$ cat src/rtl/fp_wb_collector_if.sv
// Writeback collector bus: per-unit result inputs, pipeline enables and
// the shared registered writeback port.
interface fp_wb_collector_if #(
    parameter int unsigned NUM_UNITS = 4
);
    logic [NUM_UNITS-1:0]       unit_valid_i;
    logic [NUM_UNITS-1:0][31:0] unit_result_i;
    logic [NUM_UNITS-1:0][4:0]  unit_rd_i;
    logic [NUM_UNITS-1:0]       unit_fp_we_i;
    logic [NUM_UNITS-1:0]       unit_int_we_i;
    logic [NUM_UNITS-1:0]       unit_en_o;
    logic                       flush_i;
    logic                       wb_ready_i;
    logic                       wb_valid_o;
    logic [31:0]                wb_data_o;
    logic [4:0]                 wb_rd_o;
    logic                       wb_fp_we_o;
    logic                       wb_int_we_o;
    logic [2:0]                 wb_unit_o;
    logic                       busy_o;

    // Collector side
    modport slave (
        input  unit_valid_i, unit_result_i, unit_rd_i, unit_fp_we_i, unit_int_we_i,
        input  flush_i, wb_ready_i,
        output unit_en_o, wb_valid_o, wb_data_o, wb_rd_o, wb_fp_we_o, wb_int_we_o,
        output wb_unit_o, busy_o
    );

    // FP units / register-file side
    modport master (
        output unit_valid_i, unit_result_i, unit_rd_i, unit_fp_we_i, unit_int_we_i,
        output flush_i, wb_ready_i,
        input  unit_en_o, wb_valid_o, wb_data_o, wb_rd_o, wb_fp_we_o, wb_int_we_o,
        input  wb_unit_o, busy_o
    );
endinterface

$ cat src/rtl/fp_wb_collector.sv
// FP writeback collector: per-unit result FIFOs, round-robin arbitration
// into one registered writeback port, per-unit freeze enables and flush.
// Optional feature macro: FP_WB_BYPASS_EN (empty FIFO with a captured input
// may go straight to the output register in the capture cycle).
module fp_wb_collector #(
    parameter int unsigned NUM_UNITS = 4,
    parameter int unsigned DEPTH     = 2
) (
    input  logic              clk,
    input  logic              rst,
    fp_wb_collector_if.slave  bus
);
    localparam int unsigned PW = $clog2(DEPTH);
    localparam int unsigned CW = PW + 1;
    localparam int unsigned UW = $clog2(NUM_UNITS);
    localparam int unsigned EW = 39;

    // FIFO storage and bookkeeping
    logic [EW-1:0]        r_mem  [NUM_UNITS][DEPTH];
    logic [PW-1:0]        r_wptr [NUM_UNITS];
    logic [PW-1:0]        r_rptr [NUM_UNITS];
    logic [CW-1:0]        r_cnt  [NUM_UNITS];
    logic [NUM_UNITS-1:0] r_en;
    logic [UW-1:0]        r_rr;

    // Output register
    logic                 r_valid;
    logic [31:0]          r_data;
    logic [4:0]           r_rd;
    logic                 r_fp_we;
    logic                 r_int_we;
    logic [2:0]           r_unit;
    logic                 r_busy;

    logic [EW-1:0]        w_in     [NUM_UNITS];
    logic [CW-1:0]        w_cnt_nx [NUM_UNITS];
    logic [NUM_UNITS-1:0] w_cap;
    logic [NUM_UNITS-1:0] w_req;
    logic [NUM_UNITS-1:0] w_push;
    logic [NUM_UNITS-1:0] w_pop;
    logic                 w_load;
    logic                 w_any;
    logic                 w_byp;
    logic [UW-1:0]        w_gnt;
    logic [EW-1:0]        w_sel;
    logic                 w_valid_nx;
    logic                 w_busy_nx;
    int unsigned          w_idx;

    // Capture qualification, round-robin grant, push/pop decode, next counts
    always_comb begin
        w_load     = !r_valid | bus.wb_ready_i;
        w_any      = 1'b0;
        w_gnt      = '0;
        w_idx      = 0;
        w_byp      = 1'b0;
        w_busy_nx  = 1'b0;
        for (int i = 0; i < NUM_UNITS; i++) begin
            w_in[i]  = {bus.unit_result_i[i], bus.unit_rd_i[i],
                        bus.unit_fp_we_i[i], bus.unit_int_we_i[i]};
            w_cap[i] = bus.unit_valid_i[i] & r_en[i];
`ifdef FP_WB_BYPASS_EN
            w_req[i] = (r_cnt[i] != '0) | w_cap[i];
`else
            w_req[i] = (r_cnt[i] != '0);
`endif
        end
        for (int unsigned k = 0; k < NUM_UNITS; k++) begin
            w_idx = (32'(r_rr) + k) % NUM_UNITS;
            if (!w_any && w_req[UW'(w_idx)]) begin
                w_any = 1'b1;
                w_gnt = UW'(w_idx);
            end
        end
`ifdef FP_WB_BYPASS_EN
        // Granted unit with an empty FIFO can only be a bypass request
        w_byp = w_load & w_any & (r_cnt[w_gnt] == '0);
`endif
        for (int i = 0; i < NUM_UNITS; i++) begin
            w_pop[i]    = w_load & w_any & (w_gnt == UW'(i)) & (r_cnt[i] != '0);
            w_push[i]   = w_cap[i] & !(w_byp & (w_gnt == UW'(i)));
            w_cnt_nx[i] = r_cnt[i] + CW'(w_push[i]) - CW'(w_pop[i]);
        end
        w_sel      = w_byp ? w_in[w_gnt] : r_mem[w_gnt][r_rptr[w_gnt]];
        w_valid_nx = w_load ? w_any : r_valid;
        w_busy_nx  = w_valid_nx;
        for (int i = 0; i < NUM_UNITS; i++) begin
            if (w_cnt_nx[i] != '0) begin
                w_busy_nx = 1'b1;
            end
        end
    end

    // FIFO data array write (flush discards the same-cycle capture)
    always_ff @(posedge clk) begin
        for (int i = 0; i < NUM_UNITS; i++) begin
            if (w_push[i] && !bus.flush_i) begin
                r_mem[i][r_wptr[i]] <= w_in[i];
            end
        end
    end

    // FIFO pointers/counts, enables, arbitration pointer and output register
    always_ff @(posedge clk or posedge rst) begin
        if (rst) begin
            for (int i = 0; i < NUM_UNITS; i++) begin
                r_wptr[i] <= '0;
                r_rptr[i] <= '0;
                r_cnt[i]  <= '0;
            end
            r_en     <= '1;
            r_rr     <= '0;
            r_valid  <= 1'b0;
            r_data   <= '0;
            r_rd     <= '0;
            r_fp_we  <= 1'b0;
            r_int_we <= 1'b0;
            r_unit   <= '0;
            r_busy   <= 1'b0;
        end else if (bus.flush_i) begin
            for (int i = 0; i < NUM_UNITS; i++) begin
                r_wptr[i] <= '0;
                r_rptr[i] <= '0;
                r_cnt[i]  <= '0;
            end
            r_en     <= '1;
            r_valid  <= 1'b0;
            r_fp_we  <= 1'b0;
            r_int_we <= 1'b0;
            r_busy   <= 1'b0;
        end else begin
            for (int i = 0; i < NUM_UNITS; i++) begin
                if (w_push[i]) begin
                    r_wptr[i] <= r_wptr[i] + PW'(1);
                end
                if (w_pop[i]) begin
                    r_rptr[i] <= r_rptr[i] + PW'(1);
                end
                r_cnt[i] <= w_cnt_nx[i];
                r_en[i]  <= (w_cnt_nx[i] != CW'(DEPTH));
            end
            r_busy <= w_busy_nx;
            if (w_load) begin
                if (w_any) begin
                    r_valid  <= 1'b1;
                    r_data   <= w_sel[38:7];
                    r_rd     <= w_sel[6:2];
                    r_fp_we  <= w_sel[1];
                    r_int_we <= w_sel[0];
                    r_unit   <= 3'(w_gnt);
                    r_rr     <= (w_gnt == UW'(NUM_UNITS - 1)) ? '0 : w_gnt + UW'(1);
                end else begin
                    r_valid  <= 1'b0;
                    r_fp_we  <= 1'b0;
                    r_int_we <= 1'b0;
                end
            end
        end
    end

    assign bus.unit_en_o   = r_en;
    assign bus.wb_valid_o  = r_valid;
    assign bus.wb_data_o   = r_data;
    assign bus.wb_rd_o     = r_rd;
    assign bus.wb_fp_we_o  = r_fp_we;
    assign bus.wb_int_we_o = r_int_we;
    assign bus.wb_unit_o   = r_unit;
    assign bus.busy_o      = r_busy;

endmodule

$ cat src/flat_wrapper.sv
// flat-port wrapper written by rule: the top's interface ports become plain ports
module fp_wb_collector_flat 
#(
    parameter int unsigned NUM_UNITS = 4,
    parameter int unsigned DEPTH     = 2
)
  (clk, rst, bus_unit_valid_i, bus_unit_result_i, bus_unit_rd_i, bus_unit_fp_we_i, bus_unit_int_we_i, bus_flush_i, bus_wb_ready_i, bus_unit_en_o, bus_wb_valid_o, bus_wb_data_o, bus_wb_rd_o, bus_wb_fp_we_o, bus_wb_int_we_o, bus_wb_unit_o, bus_busy_o);
  fp_wb_collector_if #(.NUM_UNITS(NUM_UNITS)) bus_i ();
  input  logic clk;
  input  logic rst;
  input wire logic [$bits(bus_i.unit_valid_i)-1:0] bus_unit_valid_i;
  input wire logic [$bits(bus_i.unit_result_i)-1:0] bus_unit_result_i;
  input wire logic [$bits(bus_i.unit_rd_i)-1:0] bus_unit_rd_i;
  input wire logic [$bits(bus_i.unit_fp_we_i)-1:0] bus_unit_fp_we_i;
  input wire logic [$bits(bus_i.unit_int_we_i)-1:0] bus_unit_int_we_i;
  input wire logic [$bits(bus_i.flush_i)-1:0] bus_flush_i;
  input wire logic [$bits(bus_i.wb_ready_i)-1:0] bus_wb_ready_i;
  output wire logic [$bits(bus_i.unit_en_o)-1:0] bus_unit_en_o;
  output wire logic [$bits(bus_i.wb_valid_o)-1:0] bus_wb_valid_o;
  output wire logic [$bits(bus_i.wb_data_o)-1:0] bus_wb_data_o;
  output wire logic [$bits(bus_i.wb_rd_o)-1:0] bus_wb_rd_o;
  output wire logic [$bits(bus_i.wb_fp_we_o)-1:0] bus_wb_fp_we_o;
  output wire logic [$bits(bus_i.wb_int_we_o)-1:0] bus_wb_int_we_o;
  output wire logic [$bits(bus_i.wb_unit_o)-1:0] bus_wb_unit_o;
  output wire logic [$bits(bus_i.busy_o)-1:0] bus_busy_o;
  assign bus_i.unit_valid_i = bus_unit_valid_i;
  assign bus_i.unit_result_i = bus_unit_result_i;
  assign bus_i.unit_rd_i = bus_unit_rd_i;
  assign bus_i.unit_fp_we_i = bus_unit_fp_we_i;
  assign bus_i.unit_int_we_i = bus_unit_int_we_i;
  assign bus_i.flush_i = bus_flush_i;
  assign bus_i.wb_ready_i = bus_wb_ready_i;
  assign bus_unit_en_o = bus_i.unit_en_o;
  assign bus_wb_valid_o = bus_i.wb_valid_o;
  assign bus_wb_data_o = bus_i.wb_data_o;
  assign bus_wb_rd_o = bus_i.wb_rd_o;
  assign bus_wb_fp_we_o = bus_i.wb_fp_we_o;
  assign bus_wb_int_we_o = bus_i.wb_int_we_o;
  assign bus_wb_unit_o = bus_i.wb_unit_o;
  assign bus_busy_o = bus_i.busy_o;
  fp_wb_collector #(.NUM_UNITS(NUM_UNITS), .DEPTH(DEPTH)) u_core (.clk(clk), .rst(rst), .bus(bus_i));
endmodule
$ cat config.mk
export PLATFORM = sky130hd
export DESIGN_NAME = fp_wb_collector_flat
export DESIGN_NICKNAME = d
export VERILOG_FILES = /design/src/rtl/fp_wb_collector_if.sv /design/src/rtl/fp_wb_collector.sv /design/src/flat_wrapper.sv
export SDC_FILE = /design/constraint.sdc
export NUM_CORES = 1
export LEC_CHECK = 0
export CAP_MARGIN = 20
export CORE_MARGIN = 2
export CORE_UTILIZATION = 25
export DETAILED_ROUTE_END_ITERATION = 7
export PLACE_DENSITY = 0.51
export SYNTH_ARGS = -nofsm -noshare
export SYNTH_HDL_FRONTEND = slang
export SYNTH_SLANG_ARGS = --single-unit
$ cat constraint.sdc
create_clock -name clk -period 11.7 [get_ports clk]
set_input_delay 2.34 -clock clk [delete_from_list [all_inputs] [get_ports clk]]
set_output_delay 2.34 -clock clk [all_outputs]
set_load 0.02 [all_outputs]
==> results.md, run 1 <==
* Initial antenna violation count at 3
* Pin count of the biggest net entering global routing at 79
* Crit Path Category: in -> reg
* MaxCap Viol Count at 0
* Max incr delay on CP at 0.86 ns
* # rows at 89
* Worst path required time at 12.08 ns
* Final instance area at 19400 µm²
* Setup TNS at 0 ns
* Cell Pwr Density at 255 nW/µm²
* Final core occ at 32.9%
* Clk Latency, worst-skew pair at 0.57 ns
* Critical R2R Launch: u_core.r_rr[0]
* CTS Buf Count at 44
* Area growth from synthesis to layout at 29.9%
* Initial cell density of the core at 25.3%
* Io pins at 212
* Critical Path AT at 5.04 ns
* Post_cts resized at 0
* Final setup skew at 0.0151 ns
* Worst Setup Start Kind: primary input
* GRT Overall Usage at 13.8%
* Hpwl dp at 28200 µm
* Drt first pass iters at 8
* DRC at 13
* Core area at 59100 µm²
* Syn Inst Count at 951
* Worst r2r path cells at 14
* CTS max path bufs at 3
* Tcrit/Tclk final at 39.9%
* DRT antenna net count at 0
* Pwr Total at 4.95 mW
* Total grt overflow at 0
* Fmax at 214 MHz
* Reg2reg end: u_core.bus.busy_o
* Worst path depth at 5
* Die Y at 249 µm
* Crit path capture: u_core.bus.wb_data_o[22]
* HP Start: u_core.bus.wb_data_o[18]
* Pre-CTS WS at 6.47 ns
* Worst vdd ir at 146 µV
* Finished Layout Cells at 1970
* Slew margin rel. at 27.5%
* CTS clk-pin slew, worst paths at 0.06 ns
* Max-slew violation count at 0
* Cell Area, Synth at 15000 µm²
* Async S/R FF share, synth at 17.2%
* Htree depth at 2
* FF+latch area at 11000 µm²
* # placed instances at 1888
* Final Wtd Congestion at 0.802
* Worst-path cell chain: clkdlybuf4s50_1, buf_4, a311o_2, nand2b_2, o221ai_1
* Failing checks: design-rule violations
* Fin. Hold Viols at 0
* PortBufs at 210
* Final setup fails at 0
* Worst hold path class: reg -> reg
* Syn nets at 1125
* Mean routed wirelength per cell at 21.9 µm
* Leak at 6.51 nW
* Global-route wire length before repair at 63100 µm
* Critical path's top delay family: compound AO/OA/AOI/OAI gates
* DIE AREA at 61800 µm²
* Worst Path Buf+Inv at 2
* Setup bufs post-CTS at 0
* Worst-margin pin slew at 1.09 ns
* Crit path capture type: flip-flop
* Initial drt markers at 594
* Fill cell count at 5745
* Beginning of the critical path: bus_flush_i
* Cell variety after synth at 46
* CTS sink cnt at 377
* CTS tree: done
* Final wirelength at 43200 µm
* Top-count cell post-synth: edfxtp_1
* Area after DPL at 18000 µm²
* Outcome: complete, but fails checks
* WHS at 0.486 ns
* #FFs+latches synth at 377
* Chip width at 249 µm
* Final net count at 1336
* RSZ-0062 raised after global routing: false
* Area leader, netlist: edfxtp_1
* Min cycle time layout at 4.67 ns
* Top cells by count, synth: edfxtp_1, mux2_2, mux2i_1, nor3_1, a21oi_1
* Share of layout cells above drive strength 1 at 16.2%
* Inserted Diodes at 0
* Mean Syn Cell Area at 15.7 µm²
* Register area share after synthesis at 73.5%
* Vias in the first global route at 9433
* Worst setup margin at 7.03 ns
* EDFF count, synth at 312
* Area taken by multi-input logic gates at 3720 µm²
* R2R setup slack at 7.22 ns
* Post-synth top flop: edfxtp_1
* Post-synth top area share at 62.6%
* Critical-path top delay cell: nand2b_2
* Root Driver: clkbuf_16
* Ys Warns at 0
* Via count at 8884
* # hold bufs at CTS at 0
* Largest cells by area after synthesis: edfxtp_1, dfrtp_1, mux2_2, mux2i_1, nor3_1
* Worst Path Max Fanout at 45
* Post-DR vias/cell at 4.51
-- flip-flops by register name, summed over array words and instances, names as in the netlist, 4 cells and up --
register	cells
u_core.r_mem	312
u_core.bus.wb_data_o	32
u_core.r_cnt	8
u_core.bus.wb_rd_o	5
u_core.bus.unit_en_o	4
u_core.r_rptr	4
u_core.r_wptr	4
-- worst min-delay path by stage --
| stage | end | slack, ns | cells past startpoint |
|---|---|---|---|
| after floorplan | u_core.r_rr[0] | 0.48 | 2 |
| after global placement | u_core.bus.wb_data_o[2] | 0.47 | 2 |
| after detailed placement | u_core.bus.wb_data_o[18] | 0.48 | 2 |
| after CTS | u_core.bus.wb_data_o[18] | 0.49 | 2 |
| after global routing | u_core.bus.wb_data_o[30] | 0.51 | 2 |
| final | u_core.bus.wb_data_o[18] | 0.49 | 2 |
-- per-layer routing --
metal  track usage [%]  wire, µm  vias to the layer above
met1              17.5     18400                     4413
met4              5.58      1560                        6
met2              22.6     20200                      285
li1                  -         -                     4095
met3              3.72      2980                       85
met5                 0        37                        -
-- power by group --
part	total [mW]	internal, mW	leakage [nW]	switching [mW]
registers	1.85	1.69	3.67	0.159
logic	1.75	0.643	2.13	1.11
clock network	1.35	0.795	0.709	0.555
total	4.95	3.13	6.51	1.82
-- kinds of logic after synthesis --
family	Yosys count	synth area share, %
muxes	156	11.1
AOI/OAI and AO/OA	140	5.99
xor gates and xnor gates	14	0.820
and+or+nand+nor	175	5.62
DFF	377	73.5
adders and majority gates	10	0.836
buffers and inverters	78	2.08
other	1	0.0251
-- final cells by class --
cell class / instances / share of cell area (%)
Clock buffer: 54 / 6.34
Sequential cell: 377 / 56.6
Multi-Input combinational cell: 496 / 19.1
Clock inverter: 27 / 1.03
Tap cell: 773 / 4.98
Inverter: 15 / 0.290
Timing Repair Buffer: 228 / 11.6
-- placed cells by master, fill, tap and decap left out, drive strengths merged, types with 8 or more instances in the layout --
cell / n
edfxtp: 312
clkdlybuf4s50: 210
mux2: 78
mux2i: 78
nor3: 78
a21oi: 76
dfrtp: 61
clkbuf: 54
nand2: 48
o221ai: 38
nor2: 19
inv: 19
buf: 18
clkinv: 18
o21ai: 13
ha: 10
xor2: 8
-- worst reg2reg max path, delay by kind of cell (launching register included) --
kind	cells	cell delay [ns]
buf+inv	3	0.99
fa+ha+maj	3	0.70
simple gates	3	0.88
xor+xnor	2	0.38
compound gates	3	1.00
flops	1	0.41
Note: power is estimated with default switching activity, not from simulation.
==> run 2: changes to the inputs <==
==> constraint.sdc (replaced) <==
create_clock -name clk -period 4.3 [get_ports clk]
set_input_delay 0.86 -clock clk [delete_from_list [all_inputs] [get_ports clk]]
set_output_delay 0.86 -clock clk [all_outputs]
set_load 0.02 [all_outputs]
==> results.md, run 2 (same netlist as run 1, synthesis figures left out) <==
* Setup bufs post-CTS at 0 (unchanged)
* MaxCap Viol Count at 0 (unchanged)
* Failing checks: design-rule violations (unchanged)
* Largest register FFs at 312 (unchanged)
* GRT Overall Usage at 13.7% (was 13.8%)
* CTS Buf Count at 45 (was 44)
* Clk Latency, worst-skew pair at 0.58 ns (was 0.57 ns)
* Die Y at 249 µm (unchanged)
* Final Wtd Congestion at 0.800 (was 0.802)
* Cell mode on critical path: ha_1
* R2R setup slack at 1.04 ns (was 7.22 ns)
* PortBufs at 210 (unchanged)
* Final wirelength at 42800 µm (was 43200 µm)
* Crit Path Category: reg -> reg (was in -> reg)
* Most common cell after layout, fill and taps aside: edfxtp_1 (unchanged)
* DRC at 13 (unchanged)
* Critical-path top delay cell: dfrtp_1 (was nand2b_2)
* # rows at 89 (unchanged)
* Top Metal Used: met5 (unchanged)
* Area growth from synthesis to layout at 30.3% (was 29.9%)
* DIE AREA at 61800 µm² (unchanged)
* Core area at 59100 µm² (unchanged)
* Leak at 6.53 nW (was 6.51 nW)
* Fin. Hold Viols at 0 (unchanged)
* Fmax at 307 MHz
* Fill cell count at 5716 (was 5745)
* Worst-path cell chain: or2_2, a311oi_4, or2_4, inv_2, ha_1, and3_1, ha_1, inv_1, ha_1, xor2_1, xnor2_1, and4_1, a31oi_1 (was clkdlybuf4s50_1, buf_4, a311o_2, nand2b_2, o221ai_1)
* DRT antenna net count at 0 (unchanged)
* Commonest non-fill, non-tap cells in the layout: edfxtp_1, clkdlybuf4s50_1, mux2_2, mux2i_1, a21oi_1 (unchanged)
* Initial drt markers at 674 (was 594)
* Outcome: complete, but fails checks (unchanged)
* Share of layout cells above drive strength 1 at 15.8% (was 16.2%)
* Critical R2R Launch: u_core.r_cnt[1] (was u_core.r_rr[0])
* Drt first pass iters at 7 (was 8)
* Htree depth at 2 (unchanged)
* Worst Path Buf+Inv at 2 (unchanged)
* Max incr delay on CP at 0.40 ns (was 0.86 ns)
* Initial antenna violation count at 4 (was 3)
* # hold bufs at CTS at 0 (unchanged)
* Worst Setup Start Kind: flip-flop (was primary input)
* Pin count of the biggest net entering global routing at 79 (unchanged)
* Pwr Total at 13.6 mW (was 4.95 mW)
* Final setup fails at 0 (unchanged)
* Root Driver: clkbuf_16 (unchanged)
* Final core occ at 33.0% (was 32.9%)
* Chip width at 249 µm (unchanged)
* Post-DR vias/cell at 4.50 (was 4.51)
* Total grt overflow at 0 (unchanged)
* Worst path required time at 4.73 ns (was 12.08 ns)
* Via count at 8867 (was 8884)
* Io pins at 212 (unchanged)
* CTS tree: done (unchanged)
* Final net count at 1339 (was 1336)
* Crit path capture type: flip-flop (unchanged)
* Critical Path AT at 3.69 ns (was 5.04 ns)
* Vias in the first global route at 9308 (was 9433)
* # placed instances at 1891 (was 1888)
* Post_cts resized at 0 (unchanged)
* CTS sink cnt at 377 (unchanged)
* Slew margin rel. at 28.1% (was 27.5%)
* Global-route wire length before repair at 62300 µm (was 63100 µm)
* Tcrit/Tclk final at 75.7%
* Max-slew violation count at 0 (unchanged)
* Critical path's top delay family: simple AND/OR/NAND/NOR gates (was compound AO/OA/AOI/OAI gates)
* Worst vdd ir at 404 µV (was 146 µV)
* Finished Layout Cells at 1971 (was 1970)
* Worst Path Max Fanout at 25 (was 45)
* RSZ-0062 raised after global routing: false (unchanged)
* Inserted Diodes at 0 (unchanged)
* Worst-margin pin slew at 1.08 ns (was 1.09 ns)
* Hpwl dp at 28300 µm (was 28200 µm)
* Worst hold path class: reg -> reg (unchanged)
* HP Start: u_core.bus.wb_rd_o[3] (was u_core.bus.wb_data_o[18])
* Detail Route met2 WL at 20400 µm (was 20200 µm)
* Met1 wire length at 18300 µm (was 18400 µm)
* CTS max path bufs at 3 (unchanged)
* Final setup skew at 0.0152 ns (was 0.0151 ns)
* Cell Pwr Density at 698 nW/µm² (was 255 nW/µm²)
* Initial cell density of the core at 25.3% (unchanged)
* Beginning of the critical path: u_core.r_cnt[1] (was bus_flush_i)
* Mean routed wirelength per cell at 21.7 µm (was 21.9 µm)
* Min cycle time layout at 3.26 ns
* Final instance area at 19500 µm² (was 19400 µm²)
* Met3 Routed Length at 2980 µm (about the same)
* Area after DPL at 18000 µm² (about the same)
* CTS clk-pin slew, worst paths at 0.06 ns (about the same)
==> run 2: cell count changes in the layout (fill, tap and decap cells not counted), sizes merged <==
cell      delta
buf          +2
clkbuf       +4
clkinvlp     -3
clkinv       -3
bufinv       +4
inv          -3
==> run 2: cell type report <==
type / instances / area, µm² / share of cell area, %
Clock buffer: 58 / 1200 / 6.18
Clock inverter: 22 / 283 / 1.45
Inverter: 15 / 56.3 / 0.289
Multi-Input combinational cell: 496 / 3720 / 19.1
Sequential cell: 377 / 11000 / 56.5
Tap cell: 773 / 967 / 4.96
Timing Repair Buffer: 230 / 2250 / 11.6
==> run 2: metal layers <==
layer / track usage, % / vias up
met1: 17.4 / 4416
li1: - / 4089
met4: 4.55 / 8
met2: 22.8 / 292
met3: 3.63 / 62
met5: 0 / -
==> run 2: metrics by stage <==
step	worst slack [ns]	setup TNS (ns)	hold slack (ns)
floorplan	-0.362	-69.71	0.479
global placement	0.942	0	0.471
detailed placement	0.813	0	0.475
CTS	1.03	0	0.493
global route	0.833	0	0.512
finish	1.04	0	0.484
==> run 2: power breakdown <==
part           internal (mW)  total, mW  switching, mW  leakage [nW]
clock                   2.34       3.84           1.50         0.728
sequential              4.60       5.04          0.441          3.67
combinational           1.74       4.73           2.99          2.14
total                   8.67       13.6           4.93          6.53
==> run 2: final timing paths <==
check | endpoint | depth (start not counted)
max in group asynchronous | u_core.bus.wb_data_o[7] | 3
min in group asynchronous | u_core.r_wptr[0] | 2
max | u_core.bus.busy_o | 13
min reg2reg | u_core.bus.wb_rd_o[3] | 2
min | u_core.bus.wb_rd_o[3] | 2
max reg2reg | u_core.bus.busy_o | 13
==> run 2: tightest hold or removal path, stage by stage, from the launching register on <==
cell and delay, ns:
dfrtp_1 0.33, nand2_1 0.05, o221ai_1 0.06
